[config.mk]
export PLATFORM = sky130hd
export DESIGN_NAME = div_unit
export DESIGN_NICKNAME = d
export VERILOG_FILES = /design/src/rtl/div_unit.sv
export SDC_FILE = /design/constraint.sdc
export NUM_CORES = 1
export LEC_CHECK = 0
export ABC_AREA = 1
export ABC_CLOCK_PERIOD_IN_PS = 5700
export CORE_MARGIN = 2
export CORE_UTILIZATION = 25
export DETAILED_ROUTE_END_ITERATION = 10
export GPL_TIMING_DRIVEN = 0
export HOLD_SLACK_MARGIN = 0.08
export SYNTH_ARGS = -nofsm -noshare
export SYNTH_HDL_FRONTEND = slang
export SYNTH_SLANG_ARGS = --single-unit
[constraint.sdc]
create_clock -name clk -period 5.7 [get_ports clk]
set_input_delay 0.855 -clock clk [delete_from_list [all_inputs] [get_ports clk]]
set_output_delay 0.855 -clock clk [all_outputs]
set_load 0.005 [all_outputs]
[src/rtl/div_unit.sv]
// div_unit -- multi-cycle divide sequencer for the EX stage.
//
// Runs DIV (signed) and DIVU (unsigned) as a DATA_WIDTH-iteration radix-2
// restoring division on operand magnitudes. Signs are restored when the
// result is registered. While the divide runs, the unit holds the pipeline.
// quotient/remainder are then presented with a one-cycle done pulse, so EX
// can write them to LO/HI.
//
// Ports:
//   clk        system clock, rising edge
//   rst        synchronous active-high reset
//   start      EX holds a DIV/DIVU (level, held while stalled)
//   is_signed  1 = DIV, 0 = DIVU
//   dividend   rs operand, sampled at acceptance
//   divisor    rt operand, sampled at acceptance
//   flush      cancels any operation; wins over start
//   stall_req  combinational pipeline-hold request
//   busy       registered, FSM in RUN or DONE
//   done       registered one-cycle result-valid pulse
//   quotient   registered result for LO
//   remainder  registered result for HI
module div_unit #(
   parameter int DATA_WIDTH = 32
) (
   input  logic                  clk,
   input  logic                  rst,
   input  logic                  start,
   input  logic                  is_signed,
   input  logic [DATA_WIDTH-1:0] dividend,
   input  logic [DATA_WIDTH-1:0] divisor,
   input  logic                  flush,
   output logic                  stall_req,
   output logic                  busy,
   output logic                  done,
   output logic [DATA_WIDTH-1:0] quotient,
   output logic [DATA_WIDTH-1:0] remainder
);

   localparam int CNT_W = $clog2(DATA_WIDTH + 1);
   localparam logic [DATA_WIDTH-1:0] ONE = DATA_WIDTH'(1);

   typedef enum logic [1:0] {IDLE, RUN, DONE} state_t;

   state_t                state_q, state_d;
   logic [CNT_W-1:0]      cnt_q;
   logic [DATA_WIDTH-1:0] rem_q, quo_q, dvs_q;
   logic                  q_neg_q, r_neg_q;

   logic                  accept, div_zero, last, trial_ok;
   logic [DATA_WIDTH+1:0] trial;
   logic [DATA_WIDTH-1:0] rem_step, quo_step;

   // Two's complement negation truncated to DATA_WIDTH, so -min_int wraps
   // back to min_int.
   function automatic logic [DATA_WIDTH-1:0] neg_if(input logic [DATA_WIDTH-1:0] v,
                                                    input logic n);
      return n ? (~v + ONE) : v;
   endfunction

   assign accept   = (state_q == IDLE) && start && !flush;
   assign div_zero = (divisor == '0);
   assign last     = (cnt_q == CNT_W'(1));

   // One restoring step. The shifted partial remainder can reach
   // 2*divisor-1, which needs DATA_WIDTH+1 bits when the divisor has its MSB
   // set, so the trial uses one more bit again to hold the borrow.
   assign trial    = {1'b0, rem_q, quo_q[DATA_WIDTH-1]} - {2'b00, dvs_q};
   assign trial_ok = !trial[DATA_WIDTH+1];
   assign rem_step = trial_ok ? trial[DATA_WIDTH-1:0]
                              : {rem_q[DATA_WIDTH-2:0], quo_q[DATA_WIDTH-1]};
   assign quo_step = {quo_q[DATA_WIDTH-2:0], trial_ok};

   always_comb begin
      state_d = state_q;
      case (state_q)
         IDLE:    if (accept) state_d = div_zero ? DONE : RUN;
         RUN:     if (last) state_d = DONE;
         DONE:    state_d = IDLE;
         default: state_d = IDLE;
      endcase
      if (flush) state_d = IDLE;
   end

   assign stall_req = accept || ((state_q == RUN) && !flush);

   // Control and result registers.
   always_ff @(posedge clk) begin
      if (rst) begin
         state_q   <= IDLE;
         cnt_q     <= '0;
         q_neg_q   <= 1'b0;
         r_neg_q   <= 1'b0;
         done      <= 1'b0;
         busy      <= 1'b0;
         quotient  <= '0;
         remainder <= '0;
      end else begin
         state_q <= state_d;
         done    <= (state_d == DONE);
         busy    <= (state_d != IDLE);
         if (accept) begin
            cnt_q   <= CNT_W'(DATA_WIDTH);
            q_neg_q <= is_signed && (dividend[DATA_WIDTH-1] ^ divisor[DATA_WIDTH-1]);
            r_neg_q <= is_signed && dividend[DATA_WIDTH-1];
            if (div_zero) begin
               quotient  <= '1;
               remainder <= dividend;
            end
         end else if (state_q == RUN) begin
            cnt_q <= cnt_q - CNT_W'(1);
            if (last && !flush) begin
               quotient  <= neg_if(quo_step, q_neg_q);
               remainder <= neg_if(rem_step, r_neg_q);
            end
         end
      end
   end

   // Iteration datapath; the quotient shifts in where the dividend was.
   always_ff @(posedge clk) begin
      if (accept) begin
         rem_q <= '0;
         quo_q <= neg_if(dividend, is_signed && dividend[DATA_WIDTH-1]);
         dvs_q <= neg_if(divisor, is_signed && divisor[DATA_WIDTH-1]);
      end else if (state_q == RUN) begin
         rem_q <= rem_step;
         quo_q <= quo_step;
      end
   end

endmodule

==> results, run 1 <==
- The cell count after synthesis is about 1,900.
- The number of setup buffers added after CTS is 0.
- The data arrival time of the worst path is 4.38 ns.
- The max-slew violation total from the final report is 0.
- For the pin with the worst max-slew slack, the measured transition is around 1.1 ns.
- Summing the areas of all xor and xnor instances in the mapped netlist gives 3.82% of the synthesized area.
- No sink is reached through more buffers than the 2 on the longest clock path.
- The initial antenna violation count is 0.
- The static leakage is 6.80 nW.
- The clock tree from TritonCTS is yes.
- IR analysis of the VDD net gives a maximum drop of 262 uV.
- The worst relative slew slack is 26.5%.
- The run finished with clean final reports.
- The number of distinct library cell variants in the gate-level netlist after synthesis is 52.
- Detailed placement ended at an HPWL of 39,400 um.
- 136 I/O pins were placed.
- In the final design database the tool counted 2,168 nets.
- The number of global-route vias before repair is between 10,000 and 15,000.
- The first detailed-routing pass ran for 6 iterations.
- Sequential elements use 33.0% of the synthesized area.
- The power density normalized to cell area is 262 nW/um2.
- The kind of start point of the critical path is a primary input.
- In this run the remaining antenna-violating nets after routing total 0.
- The area share of fa/ha/maj cells after synthesis is under 10%.
- Setup violations remaining at the end of the flow were counted as 0.
- In this run the horizontal extent of the chip is approximately 230 um.
- The number of fill cells in the layout is about 5,400.
- The tree built by TritonCTS fans out to 172 sinks.
- The fraction of post-synthesis cell area in the top cell type by area is about 17%.
- Summed over all layers, the routed wires come to 49,100 um.
- The number of vias per cell after detailed routing is 4.88.
- Clock latency on the worst-skew pair, taken at its later pin, is 0.48 ns.
- Dividing the detail-routed wire length by the instance count gives 18.0 um.
- The top flip-flop cell by instance count after synthesis is dfxtp_1.
- For this run, the top clock speed supported by timing is 0.191 GHz.
- In the finished design, the share of the clock period the worst path needs comes to 91.8%.
- The total negative setup slack is 0 ns.
- The max-cap check violation count is 0.
- The standard-cell row count is 81.
- The netlist area before placement is 12,400 um2.
- The clock-pin transition on the worst setup and hold timing paths is 0.07 ns.
- The signal on the critical path passes through clkdlybuf4s50_1 -> nor2_1 -> nand3_1 -> clkbuf_1 -> clkbuf_1 -> buf_1 -> nand2_1 -> clkdlybuf4s50_1.
- For this run the aggregate overflow at the end of global routing stands at 0.
- After Yosys synthesis, and, or, nand and nor cells account for 32.5% of the synthesized area.
- The shortest period the worst path allows is around 5.2 ns.
- The global-route wire length before repair is 73,900 um.
- Counting the buffers created by CTS gives 17.
- The total number of vias is 13,300.
- For the worst setup path, the data required time is 4.85 ns.
- Cells with a size suffix above 1 make up 5.16% of the layout.
- The type of destination of the critical path is an output pin.
- For this run, the number of Yosys warnings is 0.
- The area growth from synthesis to layout is 22.8%.
- The worst-case setup margin in the final layout is 0.468 ns.
- The largest total area in the synthesized netlist belongs to dfxtp_1.
- The tree is rooted in a clkbuf_16.
- The largest driver fanout on the critical path is 10.
- The area of the die is 51,300 um2.
- The number of enable flip-flop cells after synthesis is 64.
- Setup repair after global routing left no endpoint under its margin.
- The number of design-rule violations left by the first detailed-router iteration is 1,271.
- The critical setup path kind is primary input to output pin.
- The fraction of synthesized area in multiplexers is less than 1%.
- The worst setup skew after layout is about 0.022 ns.
- In this design, the stage delay of the slowest critical-path cell is between 0.8 and 0.9 ns.
- The number of port buffers is 134.
- The post-synthesis register bit count is 172.
- The number of hold buffers added after cts is 0.
- The global-route total usage across every layer is 19.3%.
- The placer's final routability congestion estimate is 0.920.
- By area, the combinational part of the netlist is dominated by simple AND/OR/NAND/NOR gates.
- Each instance of the synthesized netlist takes up on average 6.49 um2.
- The starting utilization of the core area is 25.3%.
- The die is roughly 230 um tall.
- In the routed design, unresolved DRC markers number 0.
- Synthesis produced a netlist with a net count of 2,014.
- OpenSTA, run right after detailed placement, puts the worst setup slack at just under 0.5 ns.
- The path class of the tightest hold or removal check is register to register.
- Ranked by total cell area, the synthesized netlist is headed by dfxtp_1, edfxtp_1, nand2_1, inv_1, o21ai_0.
- The number of failing hold endpoints at the final stage came to 0.
- The H-tree was split into 4 levels.
- The number of diodes added for antenna fixing is 0.
- The cell at the slowest stage of the critical path is buf_1.
- The share of async-settable or async-resettable flops after synthesis is 0%.
- The floorplan step defined a core boundary enclosing between 40,000 and 50,000 um2.
- The compound-cell area share of the yosys netlist is 15.7%.
- The number of standard cells in the final layout excluding fillers is 2,737.
- Once the clock tree was built, the resizer swapped 0 gates to a different size.
- Counting tap cells, the placed design contains a total of ~2,700 instances.
- The pin count of the biggest net entering global routing is 36.
==> final cells by class <==
| type | count | area [um2] | share of cell area (%) |
|---|---|---|---|
| buffer | 65 | 298 | 1.96 |
| clock buffer | 20 | 479 | 3.16 |
| clock inverter | 12 | 143 | 0.939 |
| tap | 664 | 831 | 5.47 |
| inverter | 278 | 1040 | 6.87 |
| sequential | 172 | 4080 | 26.9 |
| multi-input combinational | 1391 | 6950 | 45.7 |
| timing repair buffer | 135 | 1360 | 8.97 |
==> cells in the final DEF, fill, tap and decap left out, types with 13 or more instances in the layout <==
master,Yosys,routed
nor3_1,31,31
dfxtp_1,108,108
xnor2_1,13,13
edfxtp_1,64,64
ha_1,38,38
nand4_1,20,20
inv_1,263,262
clkbuf_1,41,41
nand2_1,467,467
xor2_1,41,41
clkbuf_16,0,19
a21oi_1,102,102
nand2_2,13,13
clkdlybuf4s50_1,0,134
nor2_1,183,183
o21ai_0,189,189
nand3_1,178,178
a31oi_1,18,18
inv_2,13,14
==> cells by family after synthesis <==
logic type / Yosys count
AO/OA/AOI/OAI: 359
XOR/XNOR: 54
adder cells (fa/ha/maj): 39
buffers and inverters: 343
flip-flops: 172
multiplexers: 1
AND/OR/NAND/NOR: 938
==> power breakdown <==
part           total [mW]  internal (mW)  switching, mW
clock network        1.27          0.676          0.595
registers            1.41           1.35         0.0601
logic                1.29          0.409          0.886
==> critical path, delay by kind of cell <==
kind	cells	cell delay [ns]
AND/OR/NAND/NOR	3	0.37
buffers and inverters	5	3.15
==> through the flow <==
stage	hold slack [ns]	util, %	power (mW)	cell area [um2]
after floorplan	0.439	-	2.28	12400
after global placement	0.449	29.8	2.70	14500
after detailed placement	0.455	29.8	2.71	14600
after CTS	0.466	31.1	3.97	15200
after global routing	0.485	31.1	4.18	15200
final	0.464	31.1	3.97	15200
==> routing by layer <==
layer	GRT usage (%)	vias to the layer above	part of all wire, %
met5	0	-	0
met4	6.47	0	2.6
met3	3.46	70	6.7
met2	32.3	466	47
met1	25.0	6247	44
li1	-	6560	-
==> worst paths after layout <==
kind | endpoint | cells past startpoint | slack [ns] | startpoint
worst max-delay path | stall_req | 8 | 0.47 | flush
worst min-delay path | cnt_q[2] | 2 | 0.46 | cnt_q[2]
worst max register to register | quotient[28] | 23 | 0.92 | rem_q[18]
worst min register to register | cnt_q[2] | 2 | 0.46 | cnt_q[2]
==> sequential cells by signal (all words and copies together) (netlist names) <==
register	count
busy	1
rem_q	32
done	1
q_neg_q	1
quo_q	32
r_neg_q	1
cnt_q	6
state_q	2
dvs_q	32
quotient	32
remainder	32
==> cell usage after synthesis (18+ instances only) <==
| cell type | count |
|---|---|
| a31oi_1 | 18 |
| edfxtp_1 | 64 |
| nor2_1 | 183 |
| nand3_1 | 178 |
| nor3_1 | 31 |
| xor2_1 | 41 |
| o21ai_0 | 189 |
| clkbuf_1 | 41 |
| nand2_1 | 467 |
| a21oi_1 | 102 |
| nand4_1 | 20 |
| ha_1 | 38 |
| inv_1 | 263 |
| dfxtp_1 | 108 |
Note: power is estimated with default switching activity, not from simulation.
==> run 2, diff against run 1 <==
--- a/config.mk
+++ b/config.mk
@@ -6,7 +6,7 @@
 export NUM_CORES = 1
 export LEC_CHECK = 0
 export ABC_AREA = 1
-export ABC_CLOCK_PERIOD_IN_PS = 5700
+export ABC_CLOCK_PERIOD_IN_PS = 5000
 export CORE_MARGIN = 2
 export CORE_UTILIZATION = 25
 export DETAILED_ROUTE_END_ITERATION = 10
==> constraint.sdc (replaced) <==
create_clock -name clk -period 5 [get_ports clk]
set_input_delay 1 -clock clk [delete_from_list [all_inputs] [get_ports clk]]
set_output_delay 1 -clock clk [all_outputs]
set_load 0.005 [all_outputs]
==> results, run 2 (same netlist as run 1, synthesis figures left out) <==
- The initial antenna violation count was 0 (unchanged).
- The routed wirelength normalized by instance count came to 17.9 um (about the same).
- The core area is 48,800 um2 (unchanged).
- The pin count of the biggest net entering global routing is 36 (unchanged).
- TritonCTS built the clock tree.
- The max-slew violation total from the final report was 0 (unchanged).
- The max-cap check violation count came to 0 (unchanged).
- The number of failing setup endpoints in the final timing report is 0 (unchanged).
- The remaining global-route overflow came to 0 (unchanged).
- The worst register-to-register path begins at rem_q[18].
- The type of destination of the critical path is an output pin.
- The placer's final routability congestion estimate came to 0.920 (unchanged).
- The number of hold buffers added after cts came to 0 (unchanged).
- The slowest stage of the critical path is the clkdlybuf4s50_1 cell.
- Broken down by cell family, the worst path's largest delay share belongs to buffers and inverters.
- The worst path needs 4.74 ns of the cycle, external delays included.
- The highest achievable clock rate is 0.211 GHz.
- The startpoint of the worst hold path is cnt_q[2].
- The power density normalized to cell area is 298 nW/um2 (+14%).
- The worst-margin pin slew is 0.957 ns (-0.145 ns).
- The maximum ir drop on the vdd rail is 297 uV (+13%).
- The required time reported for the critical path endpoint is 4.00 ns (-0.85 ns).
- The end of the worst register-to-register path is quotient[28].
- The static leakage is 6.83 nW (+0.39%).
- The number of global-route vias before repair is 12,600 (+0.024%).
- The number of stages on the worst setup path was 8 (unchanged).
- The flow ran to the end, and the final reports show no timing, DRC or antenna violations.
- The area of the die is 51,300 um2 (unchanged).
- The minimum hold slack was 0.464 ns (-0.000132 ns).
- The maximum level of the CTS H-tree is 4 (unchanged).
- The data arrival time of the worst path came to 3.74 ns (-0.64 ns).
- The delay of the slowest cell on the worst path is 0.59 ns (-0.29 ns).
- The layout cell share with drive strength beyond 1 came to 5.35% (+0.19 points).
- The TritonCTS buffer count is 17 (unchanged).
- The kind of start point of the critical path is a primary input.
- The starting utilization of the core area came to 25.3% (unchanged).
- The buffers plus inverters on the worst setup path is 5 (unchanged).
- The DRC violations left is 0 (unchanged).
- The critical setup path kind is primary input to output pin.
- Clock tree synthesis selected as its root buffer the cell clkbuf_16.
- The global-route total usage across every layer is 19.3% (unchanged).
- The number of port buffers is 134 (unchanged).
- The final critical-path share of the clock period is 94.8%.
- The placed cell area came to 14,600 um2 (unchanged).
- Setup repair after global routing left no endpoint under its margin.
- The signal on the critical path passes through clkdlybuf4s50_1 -> nor2_1 -> nand3_1 -> clkbuf_2 -> clkbuf_2 -> clkdlybuf4s15_2 -> nand2_1 -> clkdlybuf4s50_1.
- The number of vias per cell after detailed routing is 4.88 (about the same).
- Following the worst setup path forward leads to its endpoint at stall_req.
- The clock network latency to the later pin of the worst-skew pair is 0.48 ns (about the same).
- The width of the die is 226 um (unchanged).
- The tightest min-delay check is of the register to register type.
- The net count reported at finish is 2,168 (unchanged).
- The final HPWL from detailed placement is 39,400 um (unchanged).
- The die height is 226 um (unchanged).
- The I/O pin total is 136 (unchanged).
- The number of diodes added for antenna fixing was 0 (unchanged).
- The worst setup skew after layout is 0.0223 ns (+0.000525 ns).
- The number of fill cells in the layout is 5,388 (-0.11%).
- The source of the critical timing path is flush.
- The worst-case clock buffer depth was 2 (unchanged).
- The worst relative slew slack was 35.9% (+9.4 points).
- The utilization after layout came to 31.1% (+0.044 points).
- The most common cell after layout, fill and taps aside is nand2_1.
- The number of design-rule violations left by the first detailed-router iteration came to 1,268 (-0.24%).
- The setup slack on the worst flop-to-flop path is 0.40 ns (-0.52 ns).
- In the layout the commonest cells are nand2_1, inv_1, o21ai_0, nor2_1, nand3_1.
- The number of iterations in the first detailed-routing pass was 5 (-1).
- The number of instances on the worst hold path was 2 (unchanged).
- The wire length after detailed routing is 49,100 um (about the same).
- The clock-pin transition on the worst setup and hold timing paths is 0.07 ns (about the same).
- The standard-cell row count is 81 (unchanged).
- The number of failing hold endpoints at the final stage came to 0 (unchanged).
- The final design area excluding fillers came to 15,200 um2 (+0.14%).
- The depth of the most critical reg-to-reg path was 23 (unchanged).
- The power after layout was 4.53 mW (+14%).
- The total number of vias came to 13,300 (+0.045%).
- The layout overhead on the synthesized area is 22.9%.
- The global-route wire length before repair was 73,900 um (about the same).
- The post-detailed-route count of antenna-violating nets is 0 (unchanged).
- The number of sinks on the clock net is 172 (unchanged).
- The largest driver fanout on the critical path was 10 (unchanged).
[run 2: changes by cell type in the layout (fill, tap and decap cells not counted), sizes merged]
cell           change
clkdlybuf4s15      +1
buf                -1
[run 2: worst min path at each step]
stage,end
after floorplan,cnt_q[2]
after detailed placement,cnt_q[2]
after CTS,cnt_q[2]
after global routing,remainder[0]
after global placement,cnt_q[2]
final,cnt_q[2]
[run 2: tightest hold or removal path, stage by stage (launching register included)]
cell and delay, ns:
dfxtp_1 0.32, nand2_1 0.06, a21oi_1 0.05
[run 2: where the power goes]
part	internal [mW]	switching [mW]	total, mW	leakage, nW
Clock	0.771	0.676	1.45	0.303
Sequential	1.54	0.0681	1.61	1.48
Combinational	0.467	1.01	1.48	5.05
Total	2.77	1.75	4.53	6.83
[run 2: per-stage QoR]
| stage | setup WS (ns) | instances | setup TNS (ns) |
|---|---|---|---|
| after floorplan | 1.58 | 1906 | 0 |
| after global placement | -0.469 | 2704 | -2.01 |
| after detailed placement | -0.504 | 2705 | -3.76 |
| after CTS | 0.0303 | 2737 | 0 |
| after global routing | 0.0696 | 2737 | 0 |
| final | 0.262 | 2737 | 0 |
[run 2: timing repair]
item | CTS | global route
setup buffers | 0 | 0
gates resized for setup | 3 | 4
cloned | 0 | 0
setup endpoints to repair | 1 | 10
[run 2: layout make-up]
| cell class | count | area [um2] | share of cell area, % |
|---|---|---|---|
| buffer | 65 | 308 | 2.02 |
| multi-input combinational | 1391 | 6960 | 45.8 |
| inverter | 278 | 1040 | 6.86 |
| timing repair buffer | 135 | 1360 | 8.95 |
| sequential | 172 | 4080 | 26.9 |
| clock inverter | 12 | 143 | 0.938 |
| clock buffer | 20 | 479 | 3.15 |
| tap | 664 | 831 | 5.46 |
[run 2: metal layers]
| layer | wire length [um] | part of all wire, % | track usage, % |
|---|---|---|---|
| met4 | 1240 | 2.5 | 6.47 |
| met5 | 0 | 0 | 0 |
| met3 | 3240 | 6.6 | 3.47 |
| met1 | 21500 | 44 | 25.0 |
| met2 | 23100 | 47 | 32.3 |
